### src/rtl/mem_read_arbiter_pkg.sv
// Shared memory-path constants and client identifiers for the read arbiter and its tag FIFO.
package mem_read_arbiter_pkg;

    localparam int unsigned MEM_ADDR_W = 27;
    localparam int unsigned MEM_DATA_W = 128;

    typedef enum logic [1:0] {
        CLIENT_FB  = 2'd0,
        CLIENT_BVH = 2'd1
    } client_e;

endpackage

### src/rtl/mem_read_tag_fifo.sv
// In-order FIFO of client tags, one entry per outstanding memory read.
module mem_read_tag_fifo
    import mem_read_arbiter_pkg::*;
#(
    parameter int unsigned Width = 1,
    parameter int unsigned Depth = 8
) (
    input  logic                    clk,
    input  logic                    resetn,
    input  logic                    push_i,
    input  logic [Width-1:0]        push_data_i,
    input  logic                    pop_i,
    output logic [Width-1:0]        pop_data_o,
    output logic                    full_o,
    output logic                    empty_o,
    output logic [$clog2(Depth):0]  count_o
);

    localparam int unsigned PtrW = $clog2(Depth);

    logic [Width-1:0] mem_q [Depth];
    logic [PtrW-1:0]  wr_ptr_q;
    logic [PtrW-1:0]  rd_ptr_q;
    logic [PtrW:0]    count_q;
    logic             do_push;
    logic             do_pop;

    assign full_o     = (count_q == (PtrW + 1)'(Depth));
    assign empty_o    = (count_q == '0);
    assign do_push    = push_i && !full_o;
    assign do_pop     = pop_i && !empty_o;
    assign pop_data_o = mem_q[rd_ptr_q];
    assign count_o    = count_q;

    always_ff @(posedge clk or negedge resetn) begin
        if (!resetn) begin
            wr_ptr_q <= '0;
            rd_ptr_q <= '0;
            count_q  <= '0;
            for (int i = 0; i < int'(Depth); i++) begin
                mem_q[i] <= '0;
            end
        end else begin
            if (do_push) begin
                mem_q[wr_ptr_q] <= push_data_i;
                wr_ptr_q        <= wr_ptr_q + 1'b1;
            end
            if (do_pop) begin
                rd_ptr_q <= rd_ptr_q + 1'b1;
            end
            if (do_push && !do_pop) begin
                count_q <= count_q + 1'b1;
            end else if (do_pop && !do_push) begin
                count_q <= count_q - 1'b1;
            end
        end
    end

endmodule

### src/rtl/mem_read_arbiter.sv
// Round-robin merge of client read requests onto the memory-controller read port, with
// in-order routing of returned beats back to the issuing client.
module mem_read_arbiter
    import mem_read_arbiter_pkg::*;
#(
    parameter int unsigned NUM_CLIENTS = 2,
    parameter int unsigned ADDR_W      = MEM_ADDR_W,
    parameter int unsigned DATA_W      = MEM_DATA_W,
    parameter int unsigned TAG_DEPTH   = 8
) (
    input  logic                          clk,
    input  logic                          resetn,
    input  logic [NUM_CLIENTS-1:0]        cl_req_valid_i,
    input  logic [NUM_CLIENTS*ADDR_W-1:0] cl_req_addr_i,
    output logic [NUM_CLIENTS-1:0]        cl_req_ready_o,
    output logic [NUM_CLIENTS-1:0]        cl_rsp_valid_o,
    output logic [DATA_W-1:0]             cl_rsp_data_o,
    output logic                          mc_req_valid_o,
    output logic [ADDR_W-1:0]             mc_req_addr_o,
    input  logic                          mc_req_ready_i,
    input  logic                          mc_rsp_valid_i,
    input  logic [DATA_W-1:0]             mc_rsp_data_i,
    output logic [$clog2(TAG_DEPTH):0]    outstanding_o,
    output logic                          err_orphan_o
);

    localparam int unsigned CW = $clog2(NUM_CLIENTS);

    logic [ADDR_W-1:0]      cl_addr [NUM_CLIENTS];
    logic [CW-1:0]          last_grant_q;
    logic [CW-1:0]          grant_idx;
    logic [CW-1:0]          cand;
    logic                   grant_valid;
    logic                   slot_free;
    logic                   accept;
    logic                   tag_full;
    logic                   tag_empty;
    logic                   tag_pop;
    logic [CW-1:0]          tag_head;
    logic                   mc_req_valid_q;
    logic [ADDR_W-1:0]      mc_req_addr_q;
    logic [NUM_CLIENTS-1:0] cl_rsp_valid_q;
    logic [DATA_W-1:0]      cl_rsp_data_q;
    logic                   err_orphan_q;

    for (genvar g = 0; g < NUM_CLIENTS; g++) begin : g_addr
        assign cl_addr[g] = cl_req_addr_i[g*ADDR_W +: ADDR_W];
    end

    // Search begins one past the last granted client so every requester gets a turn.
    always_comb begin
        grant_valid = 1'b0;
        grant_idx   = '0;
        cand        = '0;
        for (int unsigned k = 1; k <= NUM_CLIENTS; k++) begin
            cand = CW'((32'(last_grant_q) + k) % NUM_CLIENTS);
            if (!grant_valid && cl_req_valid_i[cand]) begin
                grant_valid = 1'b1;
                grant_idx   = cand;
            end
        end
    end

    assign slot_free = !mc_req_valid_q || mc_req_ready_i;

    always_comb begin
        cl_req_ready_o = '0;
        if (resetn && grant_valid && slot_free && !tag_full) begin
            cl_req_ready_o[grant_idx] = 1'b1;
        end
    end

    assign accept  = |(cl_req_valid_i & cl_req_ready_o);
    assign tag_pop = mc_rsp_valid_i && !tag_empty;

    mem_read_tag_fifo #(
        .Width (CW),
        .Depth (TAG_DEPTH)
    ) u_tag_fifo (
        .clk         (clk),
        .resetn      (resetn),
        .push_i      (accept),
        .push_data_i (grant_idx),
        .pop_i       (tag_pop),
        .pop_data_o  (tag_head),
        .full_o      (tag_full),
        .empty_o     (tag_empty),
        .count_o     (outstanding_o)
    );

    always_ff @(posedge clk or negedge resetn) begin
        if (!resetn) begin
            last_grant_q   <= '0;
            mc_req_valid_q <= 1'b0;
            mc_req_addr_q  <= '0;
            cl_rsp_valid_q <= '0;
            cl_rsp_data_q  <= '0;
            err_orphan_q   <= 1'b0;
        end else begin
            if (accept) begin
                mc_req_valid_q <= 1'b1;
                mc_req_addr_q  <= cl_addr[grant_idx];
                last_grant_q   <= grant_idx;
            end else if (mc_req_ready_i) begin
                mc_req_valid_q <= 1'b0;
            end
            cl_rsp_valid_q <= '0;
            if (tag_pop) begin
                cl_rsp_valid_q[tag_head] <= 1'b1;
                cl_rsp_data_q            <= mc_rsp_data_i;
            end
            // A beat with nothing outstanding is dropped but stays visible until reset.
            if (mc_rsp_valid_i && tag_empty) begin
                err_orphan_q <= 1'b1;
            end
        end
    end

    assign mc_req_valid_o = mc_req_valid_q;
    assign mc_req_addr_o  = mc_req_addr_q;
    assign cl_rsp_valid_o = cl_rsp_valid_q;
    assign cl_rsp_data_o  = cl_rsp_data_q;
    assign err_orphan_o   = err_orphan_q;

endmodule

### config.mk
export PLATFORM = sky130hd
export DESIGN_NAME = mem_read_arbiter
export DESIGN_NICKNAME = d
export VERILOG_FILES = /design/src/rtl/mem_read_arbiter_pkg.sv /design/src/rtl/mem_read_tag_fifo.sv /design/src/rtl/mem_read_arbiter.sv
export SDC_FILE = /design/constraint.sdc
export NUM_CORES = 1
export LEC_CHECK = 0
export ABC_AREA = 1
export CAP_MARGIN = 20
export CORE_AREA = 2 2 153 155
export CTS_CLUSTER_DIAMETER = 80
export DETAILED_ROUTE_END_ITERATION = 10
export DIE_AREA = 0 0 155 157
export PLACE_DENSITY = 0.76
export SYNTH_ARGS = -nofsm -noshare
export SYNTH_HDL_FRONTEND = slang
export SYNTH_SLANG_ARGS = --single-unit
### constraint.sdc
create_clock -name clk -period 2.3 [get_ports clk]
set_clock_uncertainty 0.2 [all_clocks]
set_input_delay 0.345 -clock clk [delete_from_list [all_inputs] [get_ports clk]]
set_output_delay 0.345 -clock clk [all_outputs]
set_load 0.05 [all_outputs]
# --- After elaboration in Yosys (flattened, before gate mapping) ---
# Index checks and enable logic that the tools add are counted.
# Widths: inputs -> output; s select.
word_totals:
  ff_bits: 178
  inputBits: 188
  output_inout_bits: 165
  elab_cells: 89
classes:
  add_sub_neg: 6
  n_lt_le_gt_ge: 10
  n_eq_ne: 1
  n_mux: 27
  bitwise_logic: 4
  reduce_logical: 24
op_table:
  columns: ["operator", "count"]
  rows:
  - ["$mux 27", 3]
  - ["$mux 1", 15]
  - ["$logic_and 1x1->1", 13]
  - ["$bwmux 8", 1]
  - ["$ge 4x4->1 const B", 2]
  - ["$lt 1x2->1 const B", 4]
  - ["$mux 4", 2]
  - ["$not 3->4", 2]
  - ["$add 3x1->3 const B", 2]
  - ["$logic_not 1->1", 6]
  - ["$add 4x1->4 const B", 1]
  - ["$eq 4x4->1 const B", 1]
  - ["$logic_not 4->1", 1]
  - ["$lt 4x1->1 const B", 1]
  - ["$mux 2", 2]
  - ["$reduce_bool 2->1", 2]
  - ["$sub 4x1->4 const B", 1]
  - ["$bmux 1 s3", 1]
  - ["$demux 1 s3", 1]
  - ["$add 1x1->1 const B", 2]
  - ["$and 2x2->2", 1]
  - ["$demux 1 s1", 2]
  - ["$ge 1x1->1 const B", 2]
  - ["$ge 2x2->1 const B", 1]
  - ["other kinds (3)", 3]

# --- Depth between registers and ports, before layout ---
# Gate-level depths: netlist of the first run.
logic_depth:
  word_depth: 19
  depth_mapped: 15
  ltp_nobuf: 14

# --- Hierarchy ---
# A second synthesis of the first run with hierarchy kept.
hier_totals:
  cells_unflattened: 928
  area_unflattened_um2: 7618.6
modules_own_cells:
  columns: ["module", "instances", "cells_each", "area_each_um2", "seq_area_each_um2"]
  rows:
  - ["mem_read_arbiter", 1, 778, 6500.0, 4003.8]
  - ["mem_read_tag_fifo", 1, 150, 1118.6, 450.4]

# --- Worst setup path before layout of the first run ---
# Ideal clock, no wire load.
synth_timing:
  path_kind: "reg-to-reg"
  startpoint: "reg u_tag_fifo.count_q[0], in the netlist u_tag_fifo.count_o[0]"
  endpoint: "reg u_tag_fifo.count_q[3], in the netlist u_tag_fifo.count_o[3]"
  setup_ps: 118
  t_arrival_ps: 2396
  required_ps: 1982
  path_slack_ps: -414
  path_stages_with_launch: 13
  n_path_buf: 1
  synth_period_minus_slack_ps: 2714
  path_cell_list: "dfrtp_1 nor2_1 nand3_2 nand2_2 clkbuf_1 ha_1 inv_1 ha_1 a21oi_1 nand2_1 xor2_1 nand2_1 nand2_1"
synth_between:
  elab_chain_len: 10
  elab_cells_between_ends: 20
  cone_classes: "add/sub (2); eq/ne (1); mux (3); bitwise (1); reduce/logical (13)"
synth_lines:
  columns: ["item", "line", "text"]
  rows:
  - ["from (decl)", "mem_read_tag_fifo.sv:24", "logic [PtrW:0] count_q;"]
  - ["from (signal assigned)", "mem_read_tag_fifo.sv:52", "count_q <= count_q + 1'b1;"]
  - ["from (signal assigned)", "mem_read_tag_fifo.sv:54", "count_q <= count_q - 1'b1;"]
  - ["$eq 4x4->1", "mem_read_tag_fifo.sv:28", "assign full_o = (count_q == (PtrW + 1)'(Depth));"]
  - ["$logic_not 1->1", "mem_read_tag_fifo.sv:30, mem_read_arbiter.sv:68", null]
  - ["$logic_and 1x1->1", "mem_read_arbiter.sv:68", "if (resetn && grant_valid && slot_free && !tag_full) begin"]
  - ["$mux 2", "mem_read_arbiter.sv:68", null]
  - ["$and 2x2->2", "mem_read_arbiter.sv:73", "assign accept = |(cl_req_valid_i & cl_req_ready_o);"]
  - ["$reduce_or 2->1", "mem_read_arbiter.sv:73", null]
  - ["$logic_and 1x1->1", "mem_read_tag_fifo.sv:30", "assign do_push = push_i && !full_o;"]
  - ["$logic_not 1->1", "mem_read_tag_fifo.sv:53", "end else if (do_pop && !do_push) begin"]
  - ["$logic_and 1x1->1", "mem_read_tag_fifo.sv:53", null]
  - ["$reduce_bool 2->1 (no source line)", null, null]
# Parallel ways exist; a longest one is shown, timed or not. The select of a mux whose other input is x is not followed.
# A chain may end at the register's enable or synchronous reset.

# --- Worst setup path after layout of the first run ---
layout_timing:
  startpoint: "reg u_tag_fifo.count_q[2], in the netlist u_tag_fifo.count_o[2]"
  endpoint: "out outstanding_o[2]"
layout_rtl:
  columns: ["item", "line", "text"]
  rows:
  - ["to (decl)", "mem_read_arbiter.sv:23", "output logic [$clog2(TAG_DEPTH):0] outstanding_o,"]
# No word-level cell between the ends.

==> results of run 1 <==
## metrics by stage
| stage | hold slack [ns] | area, um2 | total power [mW] | cells |
|---|---|---|---|---|
| finish | 0.266 | 12200 | 17.1 | 1551 |
| global route | 0.251 | 12200 | 18.1 | 1551 |
| CTS | 0.245 | 12200 | 17.3 | 1551 |
| detailed placement | 0.257 | 11500 | 14.2 | 1518 |
| global placement | 0.253 | 11500 | 14.1 | 1518 |
| floorplan | -0.151 | 7700 | 10.8 | 919 |
## repair_timing
action | in CTS | in global routing
setup endpoints to repair | 3 | 0
resized for setup | 3 | 0
hold endpoints to repair | 164 | 0
hold buffers | 1 | 0
## layout make-up
cell class | instances | area, um2
well taps | 285 | 357
inverters | 20 | 75.1
multi-input cells | 664 | 2890
fillers | 2021 | 10300
clock inverters | 14 | 188
repair buffers | 372 | 3760
clock buffers | 18 | 439
flip-flops and latches | 178 | 4460
## sequential cells by signal, indices dropped and copies added (netlist names)
| register | cells |
|---|---|
| u_tag_fifo.wr_ptr_q | 3 |
| u_tag_fifo.mem_q | 8 |
| mc_req_addr_o | 27 |
| cl_rsp_valid_o | 2 |
| err_orphan_o | 1 |
| last_grant_q | 1 |
| u_tag_fifo.rd_ptr_q | 3 |
| cl_rsp_data_o | 128 |
| mc_req_valid_o | 1 |
| u_tag_fifo.count_o | 4 |
## worst reg2reg max path, delay by kind of cell (launching register included)
kind / cells / cell delay [ns]
AOI/OAI and AO/OA: 1 / 0.14
DFF: 1 / 0.41
and+or+nand+nor: 7 / 0.67
xor gates and xnor gates: 1 / 0.15
adders and majority gates: 2 / 0.39
buffers and inverters: 1 / 0.09
## Yosys cell counts
cell      count  area share
buf_2        17       0.011
a21boi_4      1      0.0025
clkbuf_1     25       0.012
nand2_1     462        0.23
xnor2_1       4      0.0046
nor2_1       20      0.0098
inv_2         1     0.00049
nand3_2       1      0.0013
dfrtp_1     178        0.58
buf_6         3      0.0044
o21bai_1      1     0.00098
buf_1        10      0.0049
xor2_1        3      0.0034
nor2_2        1     0.00082
o21ai_0       7      0.0046
nand3_1     142       0.093
inv_1        19      0.0093
ha_1          5      0.0082
o21ai_2       1      0.0011
nand2_2       2      0.0016
a21oi_1       3      0.0020
buf_4         2      0.0020
a21boi_1      1     0.00098
o211ai_1      9      0.0088
fa_1          1      0.0026
## metal layers
layer	share of wire	vias to the layer above
li1	-	3566
met3	0.057	43
met5	0	-
met1	0.41	3437
met4	0.028	0
met2	0.50	222
## power groups by stage
stage,logic (mW),registers (mW),clock network (mW)
2_1_floorplan,2.15,8.65,0
3_3_place_gp,9.08,4.98,0
3_5_place_dp,9.18,5.02,0
4_1_cts,9.18,4.98,3.15
5_1_grt,9.68,5.13,3.30
6_report,9.08,4.97,3.07
## worst paths after layout
kind                                  startpoint                     end  slack [ns]  cells after the start
setup / recovery           u_tag_fifo.count_o[2]        outstanding_o[2]        0.06                      1
hold / removal                mc_rsp_data_i[125]      cl_rsp_data_o[125]        0.27                      3
setup reg to reg           u_tag_fifo.count_o[0]   u_tag_fifo.count_o[3]        0.15                     12
hold reg to reg               cl_rsp_data_o[104]      cl_rsp_data_o[104]        0.27                      2
max in group asynchronous                 resetn  u_tag_fifo.wr_ptr_q[0]        0.64                      3
min in group asynchronous                 resetn          mc_req_valid_o        0.37                      3
## logic make-up after synthesis
| logic type | share of synthesized area |
|---|---|
| DFF | 0.582 |
| adders and majority gates | 0.0108 |
| and+or+nand+nor | 0.333 |
| AOI/OAI and AO/OA | 0.0209 |
| xor gates and xnor gates | 0.00802 |
| buffers and inverters | 0.0445 |
==> impl_metrics.toml, run 1 <==
[run_status]
status = "completed"

[timing]
worst_slack_ns = 0.0579
period_needed_ns = 2.24
max_freq_mhz = 446
rsz0062_at_grt = "no"
tightest_slew_ns = 1.06
post-route-period-util = 0.975
setup-tns-final_ns = 0
maxSlewViolCount = 0
finalSetupViolations = 0
slew_headroom = 0.292
timing.final.hold_violations = 0

[global_routing]
grt_pass1_wl_um = 37600
grtUsageTotal = 0.195
antenna_found_initial = 1
overflow = 0
top_usage_layer = "met2"
grt_max_degree = 179
grt_pass1_vias = 7275
met3_usage = 0.0526
grt_use_met1 = 0.233
met2_usage = 0.336

[logic_synthesis]
synth.cell_area_mm2 = 0.00765
yosysWarnings = 0
synth_area_per_cell_um2 = 8.32
seq_area_frac_synth = 0.582
synth_seq_cells = 178
ys_types = 25
synth_cells = 919
synth_fp_nets = 1113

[cts]
clock_latency_ns = 0.42
clk_pin_slew_ns = 0.07
cts_buffers = 17
cts.path.max_buffers = 2
cts.sinks = 178
cts_tree = "built"
cts-htree-levels = 4
cts_setup_buffers = 0
root_buffer = "clkbuf_16"

[run]
maxCapViolations = 0

[placement]
gp_congestion = 0.803
dp_slack_ns = -0.281
io_buffers = 352
hpwlAfterDp_um = 16100

[final_layout]
final_common_cell = "nand2_1"
final_cell_mix = "462 x nand2_1, 344 x clkdlybuf4s50_1, 173 x dfrtp_1"
fin_util = 0.541
nets = 1447
diodes = 0
drive_above_1_share = 0.0592
area_growth_pct = 59.2

[floorplanning]
start_util = 0.340
core_area_mm2 = 0.0225
die_width_um = 155
num_io_pins = 353
die_h_um = 157
dieArea_mm2 = 0.0243
placementRows = 55

[routing]
firstDrtPassIters = 4
via_count = 7268
via_per_inst = 4.69
post-route-drc-count = 0
ant_nets = 0
drt_iter0_drc = 411
drt-total-wl_um = 23600
wire_per_inst_um = 15.2

[pwr]
seq_power_share = 0.291
p_per_area_mw_per_mm2 = 1410
ir_worst_vdd_v = 0.000719
pwr-share-comb = 0.530
switching_share = 0.478
power_frac_clock = 0.179
power.internal_mw = 8.93
total_leakage_power_nw = 5.95
switching_power_mw = 8.19

[setup_path]
cp-start-kind = "flop"
crit_arrival_ns = 1.70
worstPathMaxFanout = 5
critPathCaptureType = "output port"
worst-path-buf-inv = 1
crit_slowest_cell = "clkdlybuf4s50_1"
required_ns = 1.75
path_delay_family = "buffers and inverters"
crit_chain = "clkdlybuf4s50_1"
path_class = "reg2out"
slowest_delay_ns = 0.83

[hold_path]
hp-class = "in2reg"
Power figures use the tool's default switching activity.
==> inputs of run 2 (changes only) <==
--- a/config.mk
+++ b/config.mk
@@ -5,13 +5,12 @@
 export SDC_FILE = /design/constraint.sdc
 export NUM_CORES = 1
 export LEC_CHECK = 0
-export ABC_AREA = 1
 export CAP_MARGIN = 20
-export CORE_AREA = 2 2 153 155
+export CORE_AREA = 2 2 148 150
 export CTS_CLUSTER_DIAMETER = 80
 export DETAILED_ROUTE_END_ITERATION = 10
-export DIE_AREA = 0 0 155 157
-export PLACE_DENSITY = 0.76
+export DIE_AREA = 0 0 150 152
+export PLACE_DENSITY = 0.78
 export SYNTH_ARGS = -nofsm -noshare
 export SYNTH_HDL_FRONTEND = slang
 export SYNTH_SLANG_ARGS = --single-unit
==> impl_metrics.toml, run 2 <==
[logic_synthesis]
synth_adder_area_share = 0.0116
muxShareOfSynthArea = 0.264
async_reset_ff_frac = 1.00
synthFlopType = "dfrtp_1"
synth.cell_area_mm2 = 0.00713
yosysWarnings = 0
synth-xor-area-share = 0.00860
yosys.area.top_type = "dfrtp_1"
ys_types = 34
synth.area.top_cells = "dfrtp_1 63%, mux2_2 22%, mux2i_1 3.9%, o21ai_0 2.0%, nand2_1 1.6%"
yosys.area_share.simple = 0.0409
synth_edf_count = 0
synth_fp_nets = 679
synthDominantCellAreaShare = 0.625
yosysMostFrequentCell = "dfrtp_1"
synth_cells = 485
synth_compound_area_frac = 0.0260
seq_area_frac_synth = 0.625
synth_common_cells = "178 x dfrtp_1, 137 x mux2_2, 31 x nand2_1, 29 x o21ai_0, 28 x mux2i_1"
synth_top_family_by_area = "multiplexers"
synth_area_per_cell_um2 = 14.7
synth_seq_cells = 178

[global_routing]
grt_max_degree = 171
grtUsageTotal = 0.159
grt_pass1_vias = 5580
antenna_found_initial = 0
overflow = 0
grt_pass1_wl_um = 28900

[final_layout]
multi_input_area_mm2 = 0.00261
largest_reg_flops = 128
diodes = 0
nets = 1056
fillers = 1806
register_area_mm2 = 0.00446
final_common_cell = "clkdlybuf4s50_1"
drive_above_1_share = 0.265
final_cell_mix = "345 x clkdlybuf4s50_1, 174 x dfrtp_1, 136 x mux2_2"
fin_cells = 1155
area_growth_pct = 66.6

[timing]
hold_ws_ns = -0.0638
worst_slack_ns = -0.206
tightest_slew_ns = 1.04
slew_headroom = 0.305
finalSetupViolations = 4
maxSlewViolCount = 0
timing.final.hold_violations = 31
post-route-period-util = 1.09
rsz0062_at_grt = "yes"
setup-tns-final_ns = -0.546
period_needed_ns = 2.51
max_freq_mhz = 399

[routing]
drt-total-wl_um = 18000
ant_nets = 0
via_count = 5187
firstDrtPassIters = 4
drt_iter0_drc = 151
via_per_inst = 4.49
wire_per_inst_um = 15.6
post-route-drc-count = 0

[cts]
root_buffer = "clkbuf_16"
cts.sinks = 178
cts-htree-levels = 4
cts.path.max_buffers = 2
clock_latency_ns = 0.41
clk_pin_slew_ns = 0.07
cts_tree = "built"
cts_buffers = 17

[setup_path]
crit_cells = 5
path_delay_family = "simple AND/OR/NAND/NOR gates"
rr_endpoint = "u_tag_fifo.count_o[3]"
crit_chain = "or4b_4 > buf_6 > and3_4 > and2_4 > buf_12"
critPathCaptureType = "output port"
slowest_delay_ns = 0.55
regToRegSetupSlack_ns = -0.09
timing.critical_path.to = "cl_req_ready_o[1]"
required_ns = 1.75
worstPathMaxFanout = 3
crit_slowest_cell = "or4b_4"
cp-start-kind = "flop"
crit_arrival_ns = 1.96
worst-path-buf-inv = 2
reg2reg_from = "u_tag_fifo.count_o[2]"
r2r_cells = 10
path_class = "reg2out"
crit_path_start = "u_tag_fifo.count_o[2]"

[placement]
gp_congestion = 0.733
io_buffers = 352
hpwlAfterDp_um = 13600
dp.cells = 1117

[floorplanning]
dieArea_mm2 = 0.0228
placementRows = 54
start_util = 0.334
die_h_um = 152
core_area_mm2 = 0.0214
die_width_um = 150
num_io_pins = 353

[run_status]
status = "finished, violations left"
violations = "hold timing, setup timing"

[pwr]
p_per_area_mw_per_mm2 = 1240
p_total_mw = 14.7
ir_worst_vdd_v = 0.000666
total_leakage_power_nw = 4.95

[hold_path]
hp-class = "in2async"

[run]
maxCapViolations = 0
-- run 2: cells by family after synthesis --
kind of cell               after synthesis
DFF                                    178
muxes                                  168
and+or+nand+nor                         60
AOI/OAI and AO/OA                       35
buffers and inverters                   31
xor gates and xnor gates                 7
adders and majority gates                6
-- run 2: routing by layer --
layer	GRT usage	up-vias	wire, um
li1	-	2465	-
met1	0.178	2494	6890
met2	0.284	210	9150
met3	0.0544	18	1670
met4	0.0476	0	277
met5	0	-	0
-- run 2: how the worst min path moves through the flow --
stage	startpoint	endpoint	slack (ns)	cells after the start
floorplan	resetn	cl_rsp_data_o[0]	-0.15	0
global placement	resetn	mc_req_valid_o	0.09	2
detailed placement	resetn	mc_req_valid_o	0.09	2
CTS	resetn	mc_req_addr_o[7]	0.09	3
global route	resetn	mc_req_addr_o[7]	0.12	3
finish	resetn	mc_req_addr_o[7]	-0.06	3
-- run 2: worst register-to-register path: stages, from the launching register on --
cell,delay [ns]
dfrtp_2,0.40
or4b_4,0.55
nand4_1,0.12
inv_2,0.06
ha_4,0.16
inv_6,0.07
ha_4,0.21
a21oi_4,0.14
and3_4,0.18
o21bai_1,0.07
xnor2_1,0.12
-- run 2: repair_timing --
action,in CTS,in global routing
hold buffers,1,0
resized for setup,7,8
buffers inserted,4,3
hold endpoints to repair,8,0
endpoints found under the setup margin,4,118
pin swaps,5,6
-- run 2: power breakdown --
part / switching (mW) / internal [mW] / leakage [nW]
clock: 1.29 / 1.42 / 0.265
sequential: 0.535 / 4.09 / 2.10
combinational: 4.39 / 2.95 / 2.58
total: 6.22 / 8.47 / 4.95
-- run 2: layout make-up --
class,count,share of cell area
flip-flops and latches,178,0.376
repair buffers,385,0.327
multi-input cells,276,0.220
clock buffers,18,0.0362
well taps,280,0.0295
clock inverters,14,0.0102
inverters,4,0.00169
-- run 2: through the flow --
stage | util | hold slack, ns | setup WS (ns) | instance area (um2)
final | 0.556 | -0.0638 | -0.206 | 11900
after global routing | 0.556 | 0.117 | -0.268 | 11900
after CTS | 0.554 | 0.0937 | -0.224 | 11800
after detailed placement | 0.525 | 0.0880 | -0.319 | 11200
after global placement | 0.525 | 0.0858 | -0.282 | 11200
after floorplan | - | -0.151 | -0.331 | 7190
==> inputs of run 3 (changes only) <==
--- a/config.mk
+++ b/config.mk
@@ -7,6 +7,7 @@
 export LEC_CHECK = 0
 export CAP_MARGIN = 20
 export CORE_AREA = 2 2 148 150
+export CTS_BUF_LIST = sky130_fd_sc_hd__clkbuf_8 sky130_fd_sc_hd__clkbuf_16
 export CTS_CLUSTER_DIAMETER = 80
 export DETAILED_ROUTE_END_ITERATION = 10
 export DIE_AREA = 0 0 150 152
==> impl_metrics.toml, run 3 (same netlist as run 2, synthesis figures left out) <==
[run_status]
status = "finished, violations left"
violations = "hold timing, setup timing"

[cts]
cts.sinks = 178
root_buffer = "clkbuf_16"
clock_latency_ns = 0.41
cts.path.max_buffers = 2
clk_pin_slew_ns = 0.07
cts_buffers = 17
cts-htree-levels = 4
cts_tree = "built"

[routing]
via_count = 5188
drt-total-wl_um = 18000
post-route-drc-count = 0
ant_nets = 0
via_per_inst = 4.49
drt_iter0_drc = 151
firstDrtPassIters = 4
wire_per_inst_um = 15.6

[timing]
setup-tns-final_ns = -0.546
period_needed_ns = 2.51
tightest_slew_ns = 1.04
hold_ws_ns = -0.0639
rsz0062_at_grt = "yes"
timing.final.hold_violations = 31
max_freq_mhz = 399
finalSetupViolations = 4
maxSlewViolCount = 0
slew_headroom = 0.305
worst_slack_ns = -0.206
post-route-period-util = 1.09

[final_layout]
diodes = 0
drive_above_1_share = 0.265
nets = 1056
area_growth_pct = 66.6
fin_cells = 1155
largest_reg_flops = 128
final_cell_mix = "345 x clkdlybuf4s50_1, 174 x dfrtp_1, 136 x mux2_2"
final_common_cell = "clkdlybuf4s50_1"

[setup_path]
path_class = "reg2out"
critPathCaptureType = "output port"
required_ns = 1.75
crit_arrival_ns = 1.96
regToRegSetupSlack_ns = -0.09
rr_endpoint = "u_tag_fifo.count_o[3]"
worstPathMaxFanout = 3
cp-start-kind = "flop"
r2r_cells = 10
reg2reg_from = "u_tag_fifo.count_o[2]"

[global_routing]
grt_pass1_vias = 5580
antenna_found_initial = 0
grt_max_degree = 171
grtUsageTotal = 0.159
overflow = 0
grt_pass1_wl_um = 28900

[placement]
hpwlAfterDp_um = 13600
io_buffers = 352
dp.cells = 1117
dp_slack_ns = -0.319
gp_congestion = 0.733

[pwr]
total_leakage_power_nw = 4.95
ir_worst_vdd_v = 0.000666
p_per_area_mw_per_mm2 = 1240

[floorplanning]
die_width_um = 150
core_area_mm2 = 0.0214
placementRows = 54
num_io_pins = 353
die_h_um = 152
start_util = 0.334
dieArea_mm2 = 0.0228

[hold_path]
hp-class = "in2async"

[run]
maxCapViolations = 0
-- run 3: cell types whose count changed in the layout (fill, tap and decap cells not counted) --
cell	change
clkbuf_1	-1
inv_1	+1
-- run 3: metal layers --
metal	wire, um	up-vias	share of wire	global-route usage
li1	-	2465	-	-
met1	6880	2493	0.38	0.178
met2	9150	212	0.51	0.284
met3	1680	18	0.094	0.0544
met4	277	0	0.015	0.0476
met5	0	-	0	0
-- run 3: worst max-delay path by stage --
| stage | startpoint | endpoint | slack (ns) | cells after the start |
|---|---|---|---|---|
| floorplan | u_tag_fifo.count_o[2] | u_tag_fifo.count_o[3] | -0.33 | 11 |
| CTS | u_tag_fifo.count_o[1] | cl_req_ready_o[1] | -0.22 | 5 |
| detailed placement | cl_req_valid_i[1] | u_tag_fifo.count_o[3] | -0.32 | 11 |
| global route | u_tag_fifo.count_o[2] | cl_req_ready_o[1] | -0.27 | 5 |
| global placement | cl_req_valid_i[1] | u_tag_fifo.count_o[3] | -0.28 | 11 |
| finish | u_tag_fifo.count_o[2] | cl_req_ready_o[1] | -0.21 | 5 |
-- run 3: report_power, final --
part           internal (mW)  switching [mW]
combinational           2.95            4.39
sequential              4.09           0.535
clock                   1.42            1.29
-- run 3: timing repair --
item,4_1_cts,5_1_grt
hold buffers,1,0
setup buffers,4,3
setup endpoints to repair,4,118
endpoints found under the hold margin,8,0
pin swaps,5,6
resized for setup,7,8
-- run 3: per-stage QoR --
| stage | instance area, um2 | total power [mW] | util |
|---|---|---|---|
| 2_1_floorplan | 7190 | 9.25 | - |
| 3_3_place_gp | 11200 | 11.8 | 0.525 |
| 3_5_place_dp | 11200 | 12.0 | 0.525 |
| 4_1_cts | 11800 | 14.8 | 0.554 |
| 5_1_grt | 11900 | 15.4 | 0.556 |
| 6_report | 11900 | 14.7 | 0.556 |
-- run 3: area by class of cell --
class / count / area (um2)
sequential: 178 / 4460
tap: 280 / 350
multi-input combinational: 276 / 2610
inverter: 4 / 20.0
clock buffer: 17 / 425
fill: 1806 / 9480
timing repair buffer: 385 / 3880
clock inverter: 15 / 125
-- run 3: worst max-delay path, cell delays in order (launching register included) --
cell and delay (ns):
dfrtp_2 0.40, or4b_4 0.55, buf_6 0.13, and3_4 0.18, and2_4 0.15, buf_12 0.14
